$ cat config.mk
export PLATFORM = sky130hd
export DESIGN_NAME = fetch_unit
export DESIGN_NICKNAME = d
export VERILOG_FILES = /design/src/rtl/fetch_unit_pkg.sv /design/src/rtl/fetch_fifo.sv /design/src/rtl/fetch_unit.sv
export SDC_FILE = /design/constraint.sdc
export NUM_CORES = 1
export LEC_CHECK = 0
export ABC_CLOCK_PERIOD_IN_PS = 6090
export CORE_MARGIN = 5
export CORE_UTILIZATION = 62
export CTS_BUF_LIST = sky130_fd_sc_hd__clkbuf_16
export DETAILED_ROUTE_END_ITERATION = 8
export MAX_ROUTING_LAYER = met4
export PLACE_DENSITY = 0.85
export RECOVER_POWER = 100
export SETUP_SLACK_MARGIN = 0.02
export SYNTH_ARGS = -nofsm -noshare
export SYNTH_HDL_FRONTEND = slang
export SYNTH_SLANG_ARGS = --single-unit
$ cat constraint.sdc
create_clock -name clk -period 6.09 [get_ports clk]
set_input_delay 0.9135 -clock clk [delete_from_list [all_inputs] [get_ports clk]]
set_output_delay 0.9135 -clock clk [all_outputs]
set_load 0.05 [all_outputs]
$ cat src/rtl/fetch_unit_pkg.sv
// Shared core definitions for the fetch path: instruction width, the NOP
// driven on an idle decode slot, and the entry held by the fetch queue.
package fetch_unit_pkg;

   localparam int unsigned CORE_XLEN = 32;
   localparam logic [CORE_XLEN-1:0] CORE_NOP = 32'h0000_0013;

   typedef struct packed {
      logic [CORE_XLEN-1:0] instr;
      logic [CORE_XLEN-1:0] pc;
      logic [CORE_XLEN-1:0] pcplus4;
   } fetch_entry_t;

endpackage

$ cat src/rtl/fetch_fifo.sv
// Synchronous FIFO with occupancy count; flush wins over push and pop.
module fetch_fifo #(
   parameter int unsigned WIDTH = 32,
   parameter int unsigned DEPTH = 4
) (
   input  logic                     clk,
   input  logic                     rst,
   input  logic                     push,
   input  logic                     pop,
   input  logic                     flush,
   input  logic [WIDTH-1:0]         din,
   output logic [WIDTH-1:0]         dout,
   output logic [$clog2(DEPTH):0]   count,
   output logic                     full,
   output logic                     empty
);

   localparam int unsigned AW = $clog2(DEPTH);
   localparam int unsigned CW = AW + 1;

   logic [WIDTH-1:0] mem [DEPTH];
   logic [AW-1:0]    wr_ptr;
   logic [AW-1:0]    rd_ptr;
   logic             do_push;
   logic             do_pop;

   assign empty   = (count == '0);
   assign full    = (count == CW'(DEPTH));
   assign do_pop  = pop && !empty;
   assign do_push = push && (!full || do_pop);
   assign dout    = mem[rd_ptr];

   // NOTE: sequential state uses non-blocking assignments so every register
   // samples pre-edge values regardless of process ordering.
   always_ff @(posedge clk or negedge rst) begin
      if (!rst) begin
         wr_ptr <= '0;
         rd_ptr <= '0;
         count  <= '0;
      end else if (flush) begin
         wr_ptr <= '0;
         rd_ptr <= '0;
         count  <= '0;
      end else begin
         if (do_push) wr_ptr <= wr_ptr + AW'(1);
         if (do_pop)  rd_ptr <= rd_ptr + AW'(1);
         count <= count + CW'(do_push) - CW'(do_pop);
      end
   end

   // NOTE: storage is deliberately not reset; pointers and count alone
   // decide which slots hold valid data.
   always_ff @(posedge clk) begin
      if (do_push && !flush) mem[wr_ptr] <= din;
   end

endmodule

$ cat src/rtl/fetch_unit.sv
// Instruction fetch: issues sequential requests within an outstanding budget,
// tags responses with their PC, queues them for decode, and handles redirects.
module fetch_unit
   import fetch_unit_pkg::*;
#(
   parameter int unsigned         XLEN      = CORE_XLEN,
   parameter int unsigned         DEPTH     = 4,
   parameter logic [XLEN-1:0]     RESET_PC  = '0,
   parameter logic [XLEN-1:0]     NOP_INSTR = XLEN'(CORE_NOP)
) (
   input  logic            clk,
   input  logic            rst,
   output logic            imem_req_valid,
   output logic [XLEN-1:0] imem_req_addr,
   input  logic            imem_req_ready,
   input  logic            imem_rsp_valid,
   input  logic [XLEN-1:0] imem_rsp_data,
   input  logic            redirect_valid,
   input  logic [XLEN-1:0] redirect_pc,
   output logic            valid_d,
   input  logic            ready_d,
   output logic [XLEN-1:0] instr_d,
   output logic [XLEN-1:0] pc_d,
   output logic [XLEN-1:0] pcplus4_d
);

   localparam int unsigned   CW     = $clog2(DEPTH) + 1;
   localparam int unsigned   EW     = 3 * XLEN;
   localparam logic [CW:0]   BUDGET = (CW+1)'(DEPTH);

   logic [XLEN-1:0] pc_q, pc_next;
   logic [CW-1:0]   drop_q, drop_next;
   logic [CW-1:0]   tag_count, q_count;
   logic            tag_full, tag_empty, q_full, q_empty;
   logic [XLEN-1:0] tag_pc;
   logic [EW-1:0]   q_din, q_head;
   logic            accept, rsp_pop, push_q, pop_q;

   // Outstanding requests are exactly the entries waiting in the tag FIFO.
   assign imem_req_valid = rst && !redirect_valid && !tag_full && !q_full &&
                           (({1'b0, tag_count} + {1'b0, q_count}) < BUDGET);
   assign imem_req_addr  = pc_q;
   assign accept         = imem_req_valid && imem_req_ready;

   assign rsp_pop = imem_rsp_valid && !tag_empty;
   assign push_q  = imem_rsp_valid && !redirect_valid && (drop_q == '0);
   assign pop_q   = valid_d && ready_d && !redirect_valid;
   assign q_din   = {imem_rsp_data, tag_pc, tag_pc + XLEN'(4)};

   always_comb begin
      // NOTE: defaults first so no path leaves a variable unassigned and
      // infers a latch.
      pc_next   = pc_q;
      drop_next = drop_q;
      if (redirect_valid) begin
         pc_next   = redirect_pc;
         drop_next = tag_count - CW'(rsp_pop);
      end else begin
         if (accept) pc_next = pc_q + XLEN'(4);
         if (imem_rsp_valid && drop_q != '0) drop_next = drop_q - CW'(1);
      end
   end

   always_ff @(posedge clk or negedge rst) begin
      if (!rst) begin
         pc_q   <= RESET_PC;
         drop_q <= '0;
      end else begin
         pc_q   <= pc_next;
         drop_q <= drop_next;
      end
   end

   fetch_fifo #(.WIDTH(XLEN), .DEPTH(DEPTH)) u_tag_fifo (
      .clk   (clk),
      .rst   (rst),
      .push  (accept),
      .pop   (rsp_pop),
      .flush (1'b0),
      .din   (pc_q),
      .dout  (tag_pc),
      .count (tag_count),
      .full  (tag_full),
      .empty (tag_empty)
   );

   fetch_fifo #(.WIDTH(EW), .DEPTH(DEPTH)) u_instr_fifo (
      .clk   (clk),
      .rst   (rst),
      .push  (push_q),
      .pop   (pop_q),
      .flush (redirect_valid),
      .din   (q_din),
      .dout  (q_head),
      .count (q_count),
      .full  (q_full),
      .empty (q_empty)
   );

   assign valid_d   = !q_empty;
   assign instr_d   = valid_d ? q_head[EW-1 -: XLEN]     : NOP_INSTR;
   assign pc_d      = valid_d ? q_head[2*XLEN-1 -: XLEN] : '0;
   assign pcplus4_d = valid_d ? q_head[XLEN-1:0]         : '0;

   // A response with nothing outstanding means the memory broke protocol.
   assert property (@(posedge clk) disable iff (!rst) imem_rsp_valid |-> !tag_empty);

endmodule

# ---- Yosys cells after proc, flatten, opt, wreduce, memory -nomap -nowiden
# Memory sizes are Yosys's and may differ from the RTL's.
# Cells that the tools add are included.
dict set report word_totals {
  regBits 49
  mem_bits_rw 512
  input_bits 70
  out_inout_bits 130
  memories 2
}
dict set report classes {
  addsub 13
  magnitude_cmp 1
  n_eq_ne 2
  mux 16
  reduce_logical 31
}
# name depth width rd rd_clocked_by_memory_dff wr line_no
set mem_list {}
lappend mem_list {u_instr_fifo.mem 4 96 1 0 1 fetch_fifo.sv:21} ;# logic [WIDTH-1:0] mem [DEPTH];
lappend mem_list {u_tag_fifo.mem 4 32 1 0 1 fetch_fifo.sv:21}
# operator n
set ops {}
lappend ops {{2-to-1 mux 32 bit} 5}
lappend ops {{adder 32 x 3 -> 32 bit, second input constant} 2}
lappend ops {{logical AND 1 bit} 16}
lappend ops {{zero test 3 bit} 3}
lappend ops {{2-to-1 mux 3 bit} 3}
lappend ops {{subtractor 3 x 1 -> 3 bit} 3}
lappend ops {{adder 2 x 1 -> 2 bit, second input constant} 4}
lappend ops {{2-to-1 mux 2 bit} 4}
lappend ops {{nonzero test 2 bit} 4}
lappend ops {{adder 3 x 1 -> 3 bit} 2}
lappend ops {{equality test 3 bit, second input constant} 2}
lappend ops {{zero test 1 bit} 5}
lappend ops {{adder 3 x 3 -> 4 bit} 1}
lappend ops {{less-than comparator 4 x 3 -> 1 bit, second input constant} 1}
lappend ops {{2-to-1 mux 1 bit} 4}
lappend ops {{nonzero test 3 bit} 1}
lappend ops {{subtractor 3 x 1 -> 3 bit, second input constant} 1}
lappend ops {{logical OR 1 bit} 2}

# ---- Depth between registers and ports, before layout
dict set report depth {
  ltp_word 10
  ltp_mapped 13
  mapped_depth_nobuf 12
}

# ---- Hierarchy
# From an unflattened synthesis, not the netlist that was laid out.
dict set report hier_totals {
  cells_unflattened 1197
  hier_area_um2 22783.1
}
# module n_inst cells_per_inst area_per_inst_um2
set modules_own_cells {}
lappend modules_own_cells {{fetch_fifo at u_instr_fifo} 1 547 14301.2}
lappend modules_own_cells {{fetch_fifo at u_tag_fifo} 1 213 5112.4}
lappend modules_own_cells {fetch_unit 1 437 3369.5}

# ---- Worst setup path before layout
# No wires, ideal clock.
dict set report synth_timing {
  path_kind {in2reg}
  start {in ready_d}
  end {mem u_instr_fifo.mem[0][10] (netlist name) (enable)}
  setup_time_ns 0.463
  arrival_time_ns 3.685
  t_required_ns 5.627
  setup_slack_ns 1.942
  path_stages 3
  path_cell_list {nor2_1 nor4b_2 and2_1}
}
dict set report synth_between {
  elab_chain_cells 8
}
# item line_no
set synth_lines {}
lappend synth_lines {{from (decl)} fetch_unit.sv:21} ;# input logic ready_d,
lappend synth_lines {{logical AND 1 bit (2 in a row)} fetch_unit.sv:47} ;# assign pop_q = valid_d && ready_d && !redirect_valid;
lappend synth_lines {{logical AND 1 bit} fetch_fifo.sv:29} ;# assign do_pop = pop && !empty;
lappend synth_lines {{logical OR 1 bit} fetch_fifo.sv:30} ;# assign do_push = push && (!full || do_pop);
lappend synth_lines {{logical AND 1 bit} fetch_fifo.sv:30}
lappend synth_lines {{logical AND 1 bit} fetch_fifo.sv:54} ;# if (do_push && !flush) mem[wr_ptr] <= din;
lappend synth_lines {{2-to-1 mux 1 bit} fetch_fifo.sv:54}
lappend synth_lines {{2-to-1 mux 1 bit (not written as such)} fetch_fifo.sv:54}
lappend synth_lines {{to (decl)} fetch_fifo.sv:21}
# No other way between the ends.

# ---- Worst setup path after layout
dict set report layout_timing {
  start {reg u_instr_fifo.count[1]}
  end {out pcplus4_d[0]}
}
dict set report layout_between {
  elab_chain_cells 2
}
# item line_no
set layout_lines {}
lappend layout_lines {{from (decl)} fetch_fifo.sv:13} ;# output logic [$clog2(DEPTH):0] count,
lappend layout_lines {{from (signal assigned)} fetch_fifo.sv:47} ;# count <= count + CW'(do_push) - CW'(do_pop);
lappend layout_lines {{zero test 3 bit} fetch_fifo.sv:27} ;# assign empty = (count == '0);
lappend layout_lines {{2-to-1 mux 32 bit} fetch_unit.sv:103} ;# assign pcplus4_d = valid_d ? q_head[XLEN-1:0] : '0;
lappend layout_lines {{to (decl)} fetch_unit.sv:24} ;# output logic [XLEN-1:0] pcplus4_d
# No other way between the ends.

==> impl_metrics.toml <==
[pwr]
p_leak_nw = 8.88
power.density_nw_per_um2 = 449
ir_drop_v = 0.000245

[timing]
hold_ws_ns = 0.438
final.period_utilization_pct = 83.8
final.setup_skew_ns = 0.0169
rsz0062_at_grt = "false"
hold_viol_final = 0
drv_slew = 365
max_slew_margin_pct = -109
setup_viol = 0
worst_pin_slew_ns = 3.14
min_period_ns = 5.10
clock.fmax_mhz = 196
tns_ns = 0
setup_ws_ns = 0.987

[critical_path]
startpoint_type = "register"
crit_start = "u_instr_fifo.count[1]$_DFF_PN0_"
crit_type = "reg2out"
reg2reg_to = "u_instr_fifo.mem[3][13]$_DFFE_PP_"
end_kind = "output pin"
ff2ff_path_depth = 6
path_max_fanout = 67
required_ns = 5.18
crit_arrival_ns = 4.19
worstSetupEndpoint = "pcplus4_d[0]"
reg2reg_from = "u_tag_fifo.rd_ptr[0]$_DFFE_PN0P_"
reg2reg_slack_ns = 1.39

[cts]
cts.sinks = 553
cts_max_path_buffers = 3
cts_setup_buffers = 0
cts_resized = 0
cts_tree = "yes"
clock-root-buffer = "clkbuf_16"
h-tree-depth = 2
cts_made_buffers = 53
clkTransAtPathRegs_ns = 0.06
hold_buffers = 0
clk_latency_ns = 0.58

[job]
cap_violations = 9

[logic_synthesis]
synth.largest_area_cell = "edfxtp_1"
synth_cells = 1167
synth_cell_types = 58
syn_area_per_cell_um2 = 19.2
synth.most_common_cell = "edfxtp_1"
synth_top_cell_area_share_pct = 67.5
synth_area_leaders = "edfxtp_1 68%, mux4_2 13%, dfrtp_1 5.5%"
synth_edf_count = 504
ys_seq_elements = 553
syn-cell-area_um2 = 22400
synth.net_count = 1259
async_flop_share_pct = 8.86
yosysSeqAreaShare_pct = 73.0
yosys_warnings = 0
synth_commonest_cells = "504 x edfxtp_1, 126 x mux4_2, 102 x and2_1, 49 x dfrtp_1, 39 x xnor2_1"
synth-main-ff-cell = "edfxtp_1"

[global_route]
grt_first_pass_wirelength_um = 73500
grtUsageTotal_pct = 24.5
antenna_found_initial = 2
overflow = 0
grt_pass1_vias = 12210
grt_start_max_net_pins = 68

[routing]
drt_iter0_markers = 1086
num_vias = 11857
wl_per_cell_um = 25.3
via_per_inst = 6.28
drtPass1Iterations = 5
drc = 0
totalWireLength_um = 47800
ant_nets = 0

[place]
placed_cells = 1788
dp_hpwl_um = 28900
io_buffers = 199
post-place-ws_ns = 1.73
gp_congestion = 0.915

[die]
core_area_um2 = 35700
initial_utilization_pct = 62.9
dieHeight_um = 200
io_pins = 200
row_count = 69
die_area_um2 = 40100
die_width_um = 200

[cells_and_area]
area_growth_pct = 18.4
final_util_pct = 74.5
layout.nets = 1474
drive_gt1_share_pct = 17.0
final_cells = 1888

[status]
violations = "max-capacitance violations, max-slew violations"
outcome = "complete, but fails checks"

[hold_path]
holdCritPathClass = "in2async"
## power by group
| part | total [W] | leakage, nW | internal (W) | switching [W] |
|---|---|---|---|---|
| combinational | 0.00378 | 2.89 | 0.00137 | 0.00241 |
| sequential | 0.00492 | 5.12 | 0.00464 | 0.000277 |
| clock | 0.00322 | 0.871 | 0.00188 | 0.00134 |
| total | 0.0119 | 8.88 | 0.00789 | 0.00403 |
## area by class of cell
class,instances,area (um^2)
repair buffers,216,2140
flip-flops and latches,553,16400
clock buffers,55,1380
clock inverters,42,348
well taps,461,577
diodes,3,7.51
inverters,27,101
multi-input cells,531,5640
fillers,1952,9100
## how the worst min path moves through the flow
stage | endpoint | slack, ns | cells after the start
2_1_floorplan | u_instr_fifo.wr_ptr[0]$_DFFE_PN0P_ | 0.50 | 1
3_3_place_gp | u_instr_fifo.wr_ptr[0]$_DFFE_PN0P_ | 0.53 | 1
3_5_place_dp | u_instr_fifo.wr_ptr[0]$_DFFE_PN0P_ | 0.56 | 1
4_1_cts | imem_req_addr[24]$_DFFE_PN0P_ | 0.45 | 2
5_1_grt | imem_req_addr[24]$_DFFE_PN0P_ | 0.49 | 2
6_report | imem_req_addr[24]$_DFFE_PN0P_ | 0.44 | 2
## logic make-up after synthesis
| kind of cell | Yosys count | synth area share, % |
|---|---|---|
| adders and majority gates | 22 | 1.29 |
| xor gates and xnor gates | 47 | 1.84 |
| AOI/OAI and AO/OA | 58 | 1.74 |
| DFF | 553 | 73.0 |
| buffers and inverters | 83 | 1.74 |
| muxes | 134 | 13.0 |
| and+or+nand+nor | 270 | 7.38 |
## critical path: stages, from the launching register on
cell	delay [ns]
dfrtp_1	0.46
nor3_1	0.64
inv_1	0.59
clkbuf_2	0.72
and2_1	0.39
dlygate4sd3_1	0.77
## layer usage
| layer | part of all wire (%) | GRT usage (%) | vias up |
|---|---|---|---|
| met1 | 40 | 34.7 | 6073 |
| met4 | 2.2 | 5.85 | 0 |
| li1 | - | - | 5077 |
| met3 | 7.8 | 3.96 | 87 |
| met2 | 50 | 38.7 | 620 |
| met5 | 0 | - | - |
## registers in the layout (all words and copies together), names as in the netlist
register / flops
u_instr_fifo.count: 3
drop_q: 3
u_instr_fifo.wr_ptr: 2
u_tag_fifo.count: 3
u_tag_fifo.rd_ptr: 2
u_instr_fifo.rd_ptr: 2
u_tag_fifo.wr_ptr: 2
imem_req_addr: 32
u_tag_fifo.mem: 128
u_instr_fifo.mem: 376
## placed cells by master, fill, tap and decap left out, drive strengths merged, types with 4 or more instances in the layout
| master | Yosys | final |
|---|---|---|
| xor2 | 8 | 8 |
| buf | 29 | 10 |
| or3 | 6 | 6 |
| nor4b | 4 | 4 |
| and2 | 103 | 103 |
| nand2b | 4 | 4 |
| and4 | 7 | 7 |
| inv | 27 | 36 |
| o221a | 4 | 4 |
| xnor2 | 39 | 39 |
| a21oi | 7 | 7 |
| clkinv | 0 | 24 |
| and3 | 7 | 7 |
| bufinv | 0 | 6 |
| mux4 | 126 | 126 |
| ha | 20 | 20 |
| dfrtp | 49 | 49 |
| mux2i | 5 | 5 |
| dlygate4sd3 | 0 | 157 |
| or2 | 4 | 4 |
| clkdlybuf4s50 | 0 | 41 |
| nand4 | 21 | 21 |
| o211ai | 5 | 5 |
| nand3 | 25 | 25 |
| a31oi | 10 | 10 |
| nor4 | 8 | 8 |
| edfxtp | 504 | 504 |
| nor2 | 26 | 26 |
| nand2 | 38 | 38 |
| o31ai | 6 | 6 |
| or4 | 7 | 7 |
| clkbuf | 27 | 63 |
| o21ai | 16 | 16 |
| nor3 | 5 | 5 |
## stage by stage
stage               total power (W)  area [um^2]
finish                       0.0119        26600
global route                 0.0124        26500
CTS                          0.0121        26600
detailed placement          0.00889        24900
global placement            0.00878        24900
floorplan                   0.00769        22400
Power figures use the tool's default switching activity.
